$ cat src/rtl/hazard_ctrl_pkg.sv
// Shared widths, FSM state encoding and the scoreboard lookup helper for the
// pipeline interlock controller.
package hazard_ctrl_pkg;

    localparam int REG_ADDR_WD = 5;
    localparam int REG_NUM     = 32;
    localparam int LOAD_CNT_WD = 3;

    typedef enum logic [1:0] {
        HC_RUN      = 2'd0,
        HC_REDIRECT = 2'd1,
        HC_HALT     = 2'd2
    } hc_state_e;

    // A source hits only if it is read, pending, and not retiring from WB this
    // cycle (the WB bypass already supplies that value).
    function automatic logic src_hit(
        input logic [REG_NUM-1:0]     sb,
        input logic [REG_ADDR_WD-1:0] idx,
        input logic                   used,
        input logic                   clr_vld,
        input logic [REG_ADDR_WD-1:0] clr_rd
    );
        return used & sb[idx] & ~(clr_vld & (clr_rd == idx));
    endfunction

endpackage

$ cat src/rtl/hazard_ctrl_load_scoreboard.sv
// Per-register pending-load scoreboard plus in-flight load counter; produces
// the combinational load-use (raw) and tracker-full stall terms.
module load_scoreboard
    import hazard_ctrl_pkg::*;
#(
    parameter int MAX_LOADS = 2
) (
    input  logic                   clk,
    input  logic                   reset,
    input  logic                   set_vld,
    input  logic [REG_ADDR_WD-1:0] set_rd,
    input  logic                   clr_vld,
    input  logic [REG_ADDR_WD-1:0] clr_rd,
    input  logic [REG_ADDR_WD-1:0] rs1,
    input  logic                   rs1_used,
    input  logic [REG_ADDR_WD-1:0] rs2,
    input  logic                   rs2_used,
    input  logic                   is_load,
    output logic                   raw,
    output logic                   full,
    output logic [LOAD_CNT_WD-1:0] load_cnt
);

    logic [REG_NUM-1:0]     sb_q, sb_d;
    logic [LOAD_CNT_WD-1:0] cnt_q, cnt_d;
    logic                   dec;

    // Set is applied after clear so a younger load to the same register keeps ownership.
    always_comb begin
        sb_d = sb_q;
        if (clr_vld) sb_d[clr_rd] = 1'b0;
        if (set_vld && (set_rd != '0)) sb_d[set_rd] = 1'b1;
        sb_d[0] = 1'b0;
    end

    assign dec = clr_vld && (cnt_q != '0);

    always_comb begin
        cnt_d = cnt_q;
        if (set_vld && !dec)      cnt_d = cnt_q + 1'b1;
        else if (!set_vld && dec) cnt_d = cnt_q - 1'b1;
    end

    always_ff @(posedge clk or posedge reset) begin
        if (reset) begin
            sb_q  <= '0;
            cnt_q <= '0;
        end else begin
            sb_q  <= sb_d;
            cnt_q <= cnt_d;
        end
    end

    assign raw = src_hit(sb_q, rs1, rs1_used, clr_vld, clr_rd)
               | src_hit(sb_q, rs2, rs2_used, clr_vld, clr_rd);
    assign full = is_load && (cnt_q == LOAD_CNT_WD'(MAX_LOADS)) && !clr_vld;
    assign load_cnt = cnt_q;

endmodule

$ cat src/rtl/hazard_ctrl.sv
// Pipeline interlock: load-use / tracker-full stall of ID, fetch-kill window
// after a taken redirect, and sticky freeze on a retired ebreak.
module hazard_ctrl
    import hazard_ctrl_pkg::*;
#(
    parameter int MAX_LOADS       = 2,
    parameter int REDIRECT_CYCLES = 1
) (
    input  logic                   clk,
    input  logic                   reset,
    input  logic                   id_valid,
    input  logic [REG_ADDR_WD-1:0] id_rs1,
    input  logic [REG_ADDR_WD-1:0] id_rs2,
    input  logic                   id_rs1_used,
    input  logic                   id_rs2_used,
    input  logic [REG_ADDR_WD-1:0] id_rd,
    input  logic                   id_is_load,
    input  logic                   exe_allowin,
    input  logic                   id_br_jmp,
    input  logic                   wb_valid,
    input  logic                   wb_is_load,
    input  logic [REG_ADDR_WD-1:0] wb_rd,
    input  logic                   wb_ebreak,
    output logic                   id_ready_go,
    output logic                   id_fire,
    output logic                   if_kill,
    output logic                   halted,
    output logic [LOAD_CNT_WD-1:0] load_cnt
);

    hc_state_e   state_q;
    logic [1:0]  rcnt_q;
    logic        if_kill_q;
    logic        halted_q;
    logic        raw, full;
    logic        wb_load, ebreak;

    assign wb_load = wb_valid & wb_is_load;
    assign ebreak  = wb_valid & wb_ebreak;

    load_scoreboard #(
        .MAX_LOADS (MAX_LOADS)
    ) u_sb (
        .clk      (clk),
        .reset    (reset),
        .set_vld  (id_fire & id_is_load),
        .set_rd   (id_rd),
        .clr_vld  (wb_load),
        .clr_rd   (wb_rd),
        .rs1      (id_rs1),
        .rs1_used (id_rs1_used),
        .rs2      (id_rs2),
        .rs2_used (id_rs2_used),
        .is_load  (id_is_load),
        .raw      (raw),
        .full     (full),
        .load_cnt (load_cnt)
    );

    assign id_ready_go = !raw && !full && (state_q == HC_RUN);
    assign id_fire     = id_valid && id_ready_go && exe_allowin;
    assign if_kill     = if_kill_q;
    assign halted      = halted_q;

    // rcnt_q holds the remaining extra kill cycles; REDIRECT lasts rcnt+1 cycles.
    always_ff @(posedge clk or posedge reset) begin
        if (reset) begin
            state_q   <= HC_RUN;
            rcnt_q    <= '0;
            if_kill_q <= 1'b0;
            halted_q  <= 1'b0;
        end else begin
            unique case (state_q)
                HC_RUN: begin
                    if (ebreak) begin
                        state_q   <= HC_HALT;
                        if_kill_q <= 1'b1;
                        halted_q  <= 1'b1;
                    end else if (id_fire && id_br_jmp) begin
                        state_q   <= HC_REDIRECT;
                        rcnt_q    <= 2'(REDIRECT_CYCLES - 1);
                        if_kill_q <= 1'b1;
                    end
                end
                HC_REDIRECT: begin
                    if (ebreak) begin
                        state_q   <= HC_HALT;
                        if_kill_q <= 1'b1;
                        halted_q  <= 1'b1;
                    end else if (rcnt_q == '0) begin
                        state_q   <= HC_RUN;
                        if_kill_q <= 1'b0;
                    end else begin
                        rcnt_q <= rcnt_q - 1'b1;
                    end
                end
                HC_HALT: begin
                    if_kill_q <= 1'b1;
                    halted_q  <= 1'b1;
                end
                default: begin
                    state_q   <= HC_RUN;
                    if_kill_q <= 1'b0;
                    halted_q  <= 1'b0;
                end
            endcase
        end
    end

endmodule
$ cat config.mk
export PLATFORM = sky130hd
export DESIGN_NAME = hazard_ctrl
export DESIGN_NICKNAME = d
export VERILOG_FILES = /design/src/rtl/hazard_ctrl_pkg.sv /design/src/rtl/hazard_ctrl_load_scoreboard.sv /design/src/rtl/hazard_ctrl.sv
export SDC_FILE = /design/constraint.sdc
export NUM_CORES = 1
export LEC_CHECK = 0
export BUFFER_PORTS_ARGS = -buffer_cell sky130_fd_sc_hd__buf_4
export CAP_MARGIN = 20
export CORE_ASPECT_RATIO = 0.8
export CORE_MARGIN = 2
export CORE_UTILIZATION = 40
export CTS_CLUSTER_DIAMETER = 60
export DETAILED_ROUTE_END_ITERATION = 10
export PLACE_DENSITY = 0.7
export SYNTH_ARGS = -nofsm -noshare
export SYNTH_HDL_FRONTEND = slang
export SYNTH_SLANG_ARGS = --single-unit
$ cat constraint.sdc
create_clock -name clk -period 4.9 [get_ports clk]
set_input_delay 0.735 -clock clk [delete_from_list [all_inputs] [get_ports clk]]
set_output_delay 0.735 -clock clk [all_outputs]
set_load 0.01 [all_outputs]
==> reports/qor.yml, run 1 <==
synth.largest_area_cell: "dfrtp_1"
drive_gt1_share_pct: 24.8
drt-initial-drc-count: 226
place_congestion: 0.880
cts_resized: 0
synth_area_leaders: "dfrtp_1 (38%), mux4_2 (9.5%), o21ai_0 (9.4%)"
syn_area_sq_um: 2610
endpoint_kind: "output pin"
chipWidth_um: 94.4
outcome: "finished, final reports clean"
cp.required_ns: 4.16
drc: 0
worst-path-max-fanout: 10
worst_path_most_repeated_cell: "buf_4"
place_area_sq_um: 2930
grt_overflow: 0
clk_latency_ns: 0.30
rsz0062_at_grt: "false"
die_area_sq_um: 7200
clockRootBuffer: "clkbuf_8"
postCtsHoldBufs: 0
grt_antenna_before_repair: 0
hpwlAfterDp_mm: 5.52
finClkSkew_ns: 0.00610
first_global_vias: 2311
wl_per_cell_um: 19.9
final_core_util_pct: 47.9
met1_usage_pct: 32.0
netlist-cell-type-count: 47
post_cts_buffers: 0
slowest_delay_ns: 0.52
cp_slowest_cell: "mux4_2"
htreeDepth: 2
yosysSeqAreaShare_pct: 38.3
cts_tree: "done"
finalCritPeriodShare_pct: 65.0
period_needed_ns: 3.18
tns_ns: 0
max_freq_ghz: 0.314
clock-sinks: 40
die_y_um: 76.3
clock_path_buffers: 2
ir_drop_mv: 0.122
antenna_cells: 0
relSlewSlack_pct: 62.5
synth_most_common_cell: "o21ai_0"
design_area_sq_um: 3040
min_path_type: "reg2reg"
setup_viol: 0
viasPerCell: 5.94
ys.flop_type: "dfrtp_1"
fin_hold_ws_ns: 0.520
critical_path_class: "in2out"
grtUsageMet2_pct: 32.9
ys_async_sr_fraction_pct: 100
num_io_pins: 38
tightest_slew_ns: 0.560
met3_usage_pct: 6.82
arrival_ns: 2.45
ys_top_cells_by_count: "o21ai_0 (49), dfrtp_1 (40), nand2_1 (22)"
io_buffers: 37
std_cell_rows: 26
synth_top_cell_area_share_pct: 38.3
synth-edff-count: 0
top_usage_layer: "met2"
drv_slew: 0
ys_warn_count: 0
syn2layout_area_growth_pct: 16.2
worst_setup_path_start_kind: "primary input"
drtPass1Iterations: 4
syn_nets: 292
cts_inserted_buffers: 5
antenna_left: 0
final_nets: 327
ys_seq_elements: 40
powerDensity_nw_per_um2: 354
floorplan.initialDensity_pct: 41.2
synth_cells: 258
path_clk_slew_ns: 0.07
vias: 2247
path_cells: "buf_4, mux4_2, inv_1, a221oi_1, o311ai_4, nand2_4, nor2_1, buf_4"
routed_wirelength_mm: 7.53
gr-usage-all-layers_pct: 22.3
grt_pass1_wl_mm: 12.2
cap_viol_max_count: 0
grt_max_degree: 41
core_area_sq_um: 6340
postSynthAreaPerCell_sq_um: 10.1
leakagePower_nw: 1.28
hold_viol: 0
==> cell type report <==
class / count / area, sq um
clock buffer: 6 / 72.6
clock inverter: 2 / 35.0
fill: 605 / 3310
inverter: 13 / 48.8
multi-input combinational: 195 / 1490
sequential: 40 / 1000
tap: 84 / 105
timing repair buffer: 38 / 285
==> layout by cell type, fill, tap and decap left out, types with 2 or more instances in the layout <==
| master | count |
|---|---|
| clkbuf_8 | 5 |
| nor2_1 | 16 |
| o31ai_1 | 5 |
| nand3b_1 | 3 |
| mux4_2 | 11 |
| nor4_1 | 2 |
| nand2b_1 | 2 |
| dfrtp_1 | 40 |
| xor2_1 | 12 |
| inv_1 | 13 |
| buf_4 | 38 |
| mux2_2 | 3 |
| mux2i_1 | 14 |
| nor2b_1 | 3 |
| a21oi_1 | 2 |
| nand2_1 | 22 |
| or3_1 | 2 |
| o21ai_1 | 9 |
| o41ai_1 | 3 |
| nand4b_2 | 2 |
| ha_1 | 2 |
| nand3_1 | 6 |
| a221oi_2 | 2 |
| a31o_2 | 2 |
| o21ai_0 | 49 |
| nand4_1 | 3 |
==> report_power, final <==
part / switching, W / total [W] / internal [W]
combinational: 0.000187 / 0.000348 / 0.000161
clock: 0.000119 / 0.000270 / 0.000151
sequential: 0.0000671 / 0.000458 / 0.000391
total: 0.000373 / 0.00108 / 0.000703
==> metrics by stage <==
stage	instances	worst slack [ns]	power, W
floorplan	258	1.64	0.000681
global placement	370	1.52	0.000797
detailed placement	370	1.42	0.000812
CTS	378	1.70	0.00108
global route	378	1.56	0.00114
finish	378	1.72	0.00108
==> critical path, delay by kind of cell <==
kind,cells,cell delay (ns)
mux,1,0.52
simple gates,2,0.29
compound gates,2,0.54
buf+inv,3,0.37
==> worst paths after layout <==
check,depth (start not counted),endpoint,slack [ns],from
setup / recovery,8,id_fire,1.72,id_rs1[0]
hold / removal,1,u_sb.load_cnt[2]$_DFFE_PP0P_,0.52,u_sb.load_cnt[2]$_DFFE_PP0P_
setup reg to reg,12,u_sb.load_cnt[2]$_DFFE_PP0P_,1.97,u_sb.sb_q[7]$_DFF_PP0_
hold reg to reg,1,u_sb.load_cnt[2]$_DFFE_PP0P_,0.52,u_sb.load_cnt[2]$_DFFE_PP0P_
max in group asynchronous,3,state_q[1]$_DFFE_PP0P_,3.98,reset
min in group asynchronous,3,u_sb.sb_q[15]$_DFF_PP0_,0.56,reset
==> registers in the layout (all words and copies together), names as in the netlist <==
register / flops
u_sb.sb_q: 31
u_sb.load_cnt: 3
rcnt_q: 2
state_q: 2
halted: 1
if_kill: 1
==> metal layers <==
| metal | vias to the layer above | routed length [um] |
|---|---|---|
| met5 | - | 0 |
| met4 | 0 | 61 |
| met3 | 8 | 884 |
| met2 | 123 | 3410 |
| met1 | 1084 | 3170 |
| li1 | 1032 | - |
==> kinds of logic after synthesis <==
group	Yosys count	synth area share, %
flops	40	38.3
compound gates	84	21.3
fa+ha+maj	3	1.72
xor+xnor	13	4.36
mux	28	16.1
simple gates	67	13.5
buf+inv	23	4.74
Note: power is estimated with default switching activity, not from simulation.
==> inputs of run 2 (changes only) <==
ABC_AREA = 1   (was not set)
PLACE_DENSITY = 0.72   (was 0.7)
clock period = 2.78 ns   (was 4.9 ns; I/O delays follow)
==> run 2 against run 1 <==
Synthesized cell count grew 73%. Setup slack got worse by 1.5 ns. Utilization rose by 0.74 points. Largest cell class unchanged.
==> reports/qor.yml, run 2 <==
largest_register_ffs: 31
chipWidth_um: 99.7
synth_area_leaders: "dfrtp_1 (34%), nand2_1 (14%), nand3_1 (10%)"
std_cell_rows: 27
netlist-cell-type-count: 29
grt_overflow: 0
powerDensity_nw_per_um2: 437
place_congestion: 0.999
cts_tree: "done"
finalCritPeriodShare_pct: 92.0
core_area_sq_um: 6990
fill_cells: 731
gr-usage-all-layers_pct: 23.3
endpoint_kind: "flop"
clock-sinks: 40
outcome: "finished, final reports clean"
hpwlAfterDp_mm: 6.83
die_y_um: 80.5
cp_slowest_cell: "dfrtp_1"
routed_wirelength_mm: 8.90
dp.cells: 564
antenna_cells: 0
final_nets: 518
post_cts_buffers: 0
slowest_delay_ns: 0.41
synth_cells: 446
htreeDepth: 2
cp.required_ns: 2.97
wl_per_cell_um: 15.6
syn_area_sq_um: 2930
final_common_cell: "nand2_1"
top_register: "u_sb.sb_q"
fin_ws_ns: 0.221
relSlewSlack_pct: 62.5
power.total_w: 0.00148
worst-path-max-fanout: 3
path_clk_slew_ns: 0.09
drc: 0
ys_warn_count: 0
tns_ns: 0
first_global_vias: 2859
period_needed_ns: 2.56
ir_drop_mv: 0.302
ys_async_sr_fraction_pct: 100
vias: 3149
die_area_sq_um: 8020
tightest_slew_ns: 0.557
hold_viol: 0
viasPerCell: 5.51
drtPass1Iterations: 7
leakagePower_nw: 1.80
postSynthAreaPerCell_sq_um: 6.56
clockRootBuffer: "clkbuf_8"
worst_path_most_repeated_cell: "nand3_1"
yosysSeqAreaShare_pct: 34.2
num_io_pins: 38
stdcell_count: 572
worst_setup_path_start_kind: "flop"
clock_path_buffers: 2
pre_cts_ws_ns: -0.0135
regArea_sq_um: 1000
grt_antenna_before_repair: 0
synth-edff-count: 0
min_path_type: "in2async"
finClkSkew_ns: 0.0101
multi_input_area_sq_um: 1560
floorplan.initialDensity_pct: 41.9
rsz0062_at_grt: "false"
synth_most_common_cell: "nand2_1"
arrival_ns: 2.75
ys_top_cells_by_count: "nand2_1 (111), inv_1 (65), nand3_1 (60)"
cap_viol_max_count: 0
ys_seq_elements: 40
io_buffers: 37
cts_inserted_buffers: 5
ys.flop_type: "dfrtp_1"
synth.largest_area_cell: "dfrtp_1"
drv_slew: 0
path_cells: "or2_1, nand3_1, nand3_1, nand3_1, nand3_1, nand3_1, nand2_1, nor3_4, nand2_1, inv_1, ha_1, inv_1, fa_1, a21oi_1, o21ai_0, xnor2_1"
max_freq_ghz: 0.391
syn2layout_area_growth_pct: 16.1
antenna_left: 0
mostFrequentLayoutCells: "nand2_1 (111), inv_1 (64), nand3_1 (60), buf_4 (48), o21ai_0 (41)"
drive_gt1_share_pct: 13.2
clk_latency_ns: 0.30
grt_pass1_wl_mm: 14.7
critical_path_class: "reg2reg"
grt_max_degree: 41
setup_viol: 0
r2r_slack_ns: 0.22
syn_nets: 480
synth_top_cell_area_share_pct: 34.2
drt-initial-drc-count: 286
-- run 2: cell count changes in the layout (fill, tap and decap cells not counted), sizes merged, moves of 10 or more --
| cell | delta |
|---|---|
| inv | +54 |
| nand4 | +27 |
| o21ai | -16 |
| nand3 | +54 |
| nor2 | +25 |
| mux4 | -11 |
| mux2i | -14 |
| xor2 | -10 |
| nand2 | +88 |
| buf | +10 |
-- run 2: final timing paths --
| kind | start | endpoint | depth (start not counted) |
|---|---|---|---|
| max | u_sb.sb_q[20]$_DFF_PP0_ | u_sb.load_cnt[2]$_DFFE_PP0P_ | 16 |
| min | reset | if_kill$_DFFE_PP0P_ | 3 |
| max reg2reg | u_sb.sb_q[20]$_DFF_PP0_ | u_sb.load_cnt[2]$_DFFE_PP0P_ | 16 |
| min reg2reg | if_kill$_DFFE_PP0P_ | if_kill$_DFFE_PP0P_ | 2 |
| max in group asynchronous | reset | u_sb.sb_q[28]$_DFF_PP0_ | 3 |
| min in group clk | id_rd[4] | u_sb.sb_q[15]$_DFF_PP0_ | 4 |
-- run 2: cell type report --
cell class | instances | area share, %
timing repair buffer | 48 | 10.6
sequential | 40 | 29.4
clock inverter | 2 | 1.14
inverter | 67 | 7.40
multi-input combinational | 322 | 45.8
clock buffer | 6 | 2.43
tap | 87 | 3.20
-- run 2: per-stage QoR --
step	hold WS (ns)	instance area (sq um)	utilization [%]
after floorplan	0.474	2930	-
after global placement	0.457	3280	46.9
after detailed placement	0.460	3280	46.9
after CTS	0.251	3400	48.6
after global routing	0.294	3400	48.6
final	0.227	3400	48.6
-- run 2: where the power goes --
part	total, W	internal (W)	switching (W)
Sequential	0.000644	0.000608	0.0000352
Combinational	0.000325	0.000138	0.000187
Clock	0.000515	0.000294	0.000221
Total	0.00148	0.00104	0.000444
-- run 2: logic make-up (layout without fill, tap and decap cells) --
family / count (synthesis) / after routing / synth area share (%)
compound gates: 59 / 59 / 10.9
xor+xnor: 4 / 4 / 1.20
fa+ha+maj: 3 / 3 / 1.54
buf+inv: 84 / 123 / 12.6
flops: 40 / 40 / 34.2
mux: 1 / 1 / 0.385
simple gates: 255 / 255 / 39.1
-- run 2: repair_timing --
item	in CTS	in global routing
gates resized for setup	0	1
setup endpoints to repair	0	1
hold buffers	0	0
-- run 2: layer usage --
metal | global-route usage [%] | wire length, um
met3 | 5.22 | 1030
met5 | 0 | 0
met1 | 36.9 | 4350
met2 | 32.0 | 3470
met4 | 4.38 | 48
-- run 2: critical path, delay by kind of cell, from the launching register on --
family	cells	cell delay [ns]
AO/OA/AOI/OAI	2	0.26
flip-flops	1	0.41
buffers and inverters	2	0.13
AND/OR/NAND/NOR	9	0.98
XOR/XNOR	1	0.14
adder cells (fa/ha/maj)	2	0.52
==> inputs of run 3 (changes only) <==
ABC_CLOCK_PERIOD_IN_PS = 2780   (was not set)
CELL_PAD_IN_SITES_DETAIL_PLACEMENT = 1   (was not set)
CELL_PAD_IN_SITES_GLOBAL_PLACEMENT = 1   (was not set)
CORE_ASPECT_RATIO = not set   (was 0.8)
CORE_UTILIZATION = 37   (was 40)
PLACE_DENSITY = 0.87   (was 0.72)
==> run 3 against run 2 <==
Setup slack got worse by 0.013 ns. Routed wire length increased by 11%. Utilization decreased by 3.2 points. Largest cell class unchanged. Critical endpoint unchanged. Clock power decreased by 20%. Combinational power increased by 9.8%. Sequential share of layout area decreased by 0.75 points. Design area increased by 2.6%. First-iteration DRC count decreased by 42%.
==> reports/qor.yml, run 3 (synthesis gave the netlist of run 2 again) <==
max_freq_ghz: 0.389
floorplan.initialDensity_pct: 38.1
top_register: "u_sb.sb_q"
intPower_w: 0.000963
first_global_vias: 3318
swShare_pct: 31.7
outcome: "finished, final reports clean"
chipWidth_um: 93.0
wl_per_cell_um: 16.6
drive_gt1_share_pct: 14.4
grt_antenna_before_repair: 0
worst_setup_path_start_kind: "flop"
setup_viol: 0
switching_power_w: 0.000448
r2r-start: "u_sb.sb_q[20]$_DFF_PP0_"
ir_drop_mv: 0.198
fin_ws_ns: 0.208
leakagePower_nw: 1.83
fill_cells: 1048
clock_path_buffers: 2
num_io_pins: 38
clockRootBuffer: "clkbuf_8"
clock-sinks: 40
clk_latency_ns: 0.29
std_cell_rows: 32
slowest_delay_ns: 0.42
critical_path_class: "reg2reg"
finClkSkew_ns: 0.00896
gr-usage-all-layers_pct: 24.2
grt_max_degree: 41
grt_overflow: 0
cap_viol_max_count: 0
routed_wirelength_mm: 9.86
cp.required_ns: 2.96
cts_tree: "done"
min_path_type: "in2async"
antenna_left: 0
final_core_util_pct: 45.4
htreeDepth: 2
drtPass1Iterations: 4
pre_cts_ws_ns: 0.0148
postCtsHoldBufs: 0
die_area_sq_um: 8640
power.total_w: 0.00141
reg2regPathDepth: 16
die_y_um: 93.0
drt-initial-drc-count: 167
io_buffers: 37
drc: 0
hpwlAfterDp_mm: 7.83
syn2layout_area_growth_pct: 19.1
worst-path-max-fanout: 3
period_needed_ns: 2.57
r2r_slack_ns: 0.21
drv_slew: 0
viasPerCell: 5.43
antenna_cells: 0
cp_slowest_cell: "dfrtp_1"
hold_viol: 0
p_clk_share_pct: 29.1
r2r-end: "u_sb.load_cnt[2]$_DFFE_PP0P_"
arrival_ns: 2.76
powerDensity_nw_per_um2: 404
largest_register_ffs: 31
vias: 3227
final_common_cell: "nand2_1"
cts_inserted_buffers: 5
mostFrequentLayoutCells: "nand2_1 (111), inv_1 (65), nand3_1 (60), buf_4 (52)"
endpoint_kind: "flop"
place_congestion: 0.963
finalCritPeriodShare_pct: 92.5
tightest_slew_ns: 0.625
power_frac_comb_pct: 25.3
grt_pass1_wl_mm: 16.5
final_nets: 525
core_area_sq_um: 7690
path_cells: "buf_4, o211ai_1, nand3_1, nand2_1, nor2_1, nor2_2, nor2_2, nor3_4, nand2_1, inv_1, ha_1, inv_1, fa_1, a21oi_2, o21ai_1, xnor2_1"
path_clk_slew_ns: 0.08
relSlewSlack_pct: 58.0
seqPwrFrac_pct: 45.6
run 3: power groups by stage:
stage | combinational (W) | sequential [W] | clock (W)
2_1_floorplan | 0.000184 | 0.000659 | 0
3_3_place_gp | 0.000334 | 0.000654 | 0
3_5_place_dp | 0.000348 | 0.000656 | 0
4_1_cts | 0.000350 | 0.000644 | 0.000418
5_1_grt | 0.000397 | 0.000650 | 0.000445
6_report | 0.000357 | 0.000644 | 0.000410
run 3: final cells by class:
type | count | area (sq um) | area share (%)
Sequential cell | 40 | 1000 | 28.7
Multi-Input combinational cell | 322 | 1560 | 44.7
Inverter | 67 | 251 | 7.21
Clock buffer | 6 | 82.6 | 2.37
Tap cell | 102 | 128 | 3.66
Clock inverter | 2 | 15.0 | 0.430
Timing Repair Buffer | 55 | 450 | 12.9
run 3: what timing repair did:
action                     in CTS  in global routing
setup endpoints to repair       0                  1
gates resized for setup         0                  2
hold endpoints to repair        0                  0
buffers inserted                0                  2
run 3: per-layer routing:
layer	share of wire (%)	GRT usage (%)	up-vias	routed length, um
li1	-	-	1558	-
met1	47	33.7	1563	4660
met2	47	39.9	91	4590
met3	4.4	1.79	15	430
met4	1.8	7.84	0	178
met5	0	0	-	0
run 3: how the worst max path moves through the flow:
stage	start	slack (ns)	to	depth (start not counted)
floorplan	id_rs1[0]	0.17	u_sb.load_cnt[2]$_DFFE_PP0P_	17
global placement	id_rs2[0]	0.08	u_sb.load_cnt[2]$_DFFE_PP0P_	19
detailed placement	id_rs2[0]	0.01	u_sb.load_cnt[2]$_DFFE_PP0P_	19
CTS	u_sb.sb_q[20]$_DFF_PP0_	0.22	u_sb.load_cnt[2]$_DFFE_PP0P_	16
global route	u_sb.sb_q[20]$_DFF_PP0_	-0.005	u_sb.load_cnt[2]$_DFFE_PP0P_	16
finish	u_sb.sb_q[20]$_DFF_PP0_	0.21	u_sb.load_cnt[2]$_DFFE_PP0P_	16
run 3: through the flow:
| stage | TNS (ns) | cell area [sq um] | hold slack [ns] | instances |
|---|---|---|---|---|
| final | 0 | 3490 | 0.231 | 594 |
| after global placement | 0 | 3370 | 0.460 | 584 |
| after global routing | -0.00498 | 3490 | 0.300 | 594 |
| after CTS | 0 | 3470 | 0.253 | 592 |
| after floorplan | 0 | 2930 | 0.474 | 446 |
| after detailed placement | 0 | 3370 | 0.479 | 584 |
run 3: worst max-delay path: cells and delay by family (launching register included):
kind                     cells  cell delay, ns
buffers and inverters        3            0.28
XOR/XNOR                     1            0.13
AO/OA/AOI/OAI                3            0.40
flip-flops                   1            0.42
adder cells (fa/ha/maj)      2            0.54
AND/OR/NAND/NOR              7            0.67
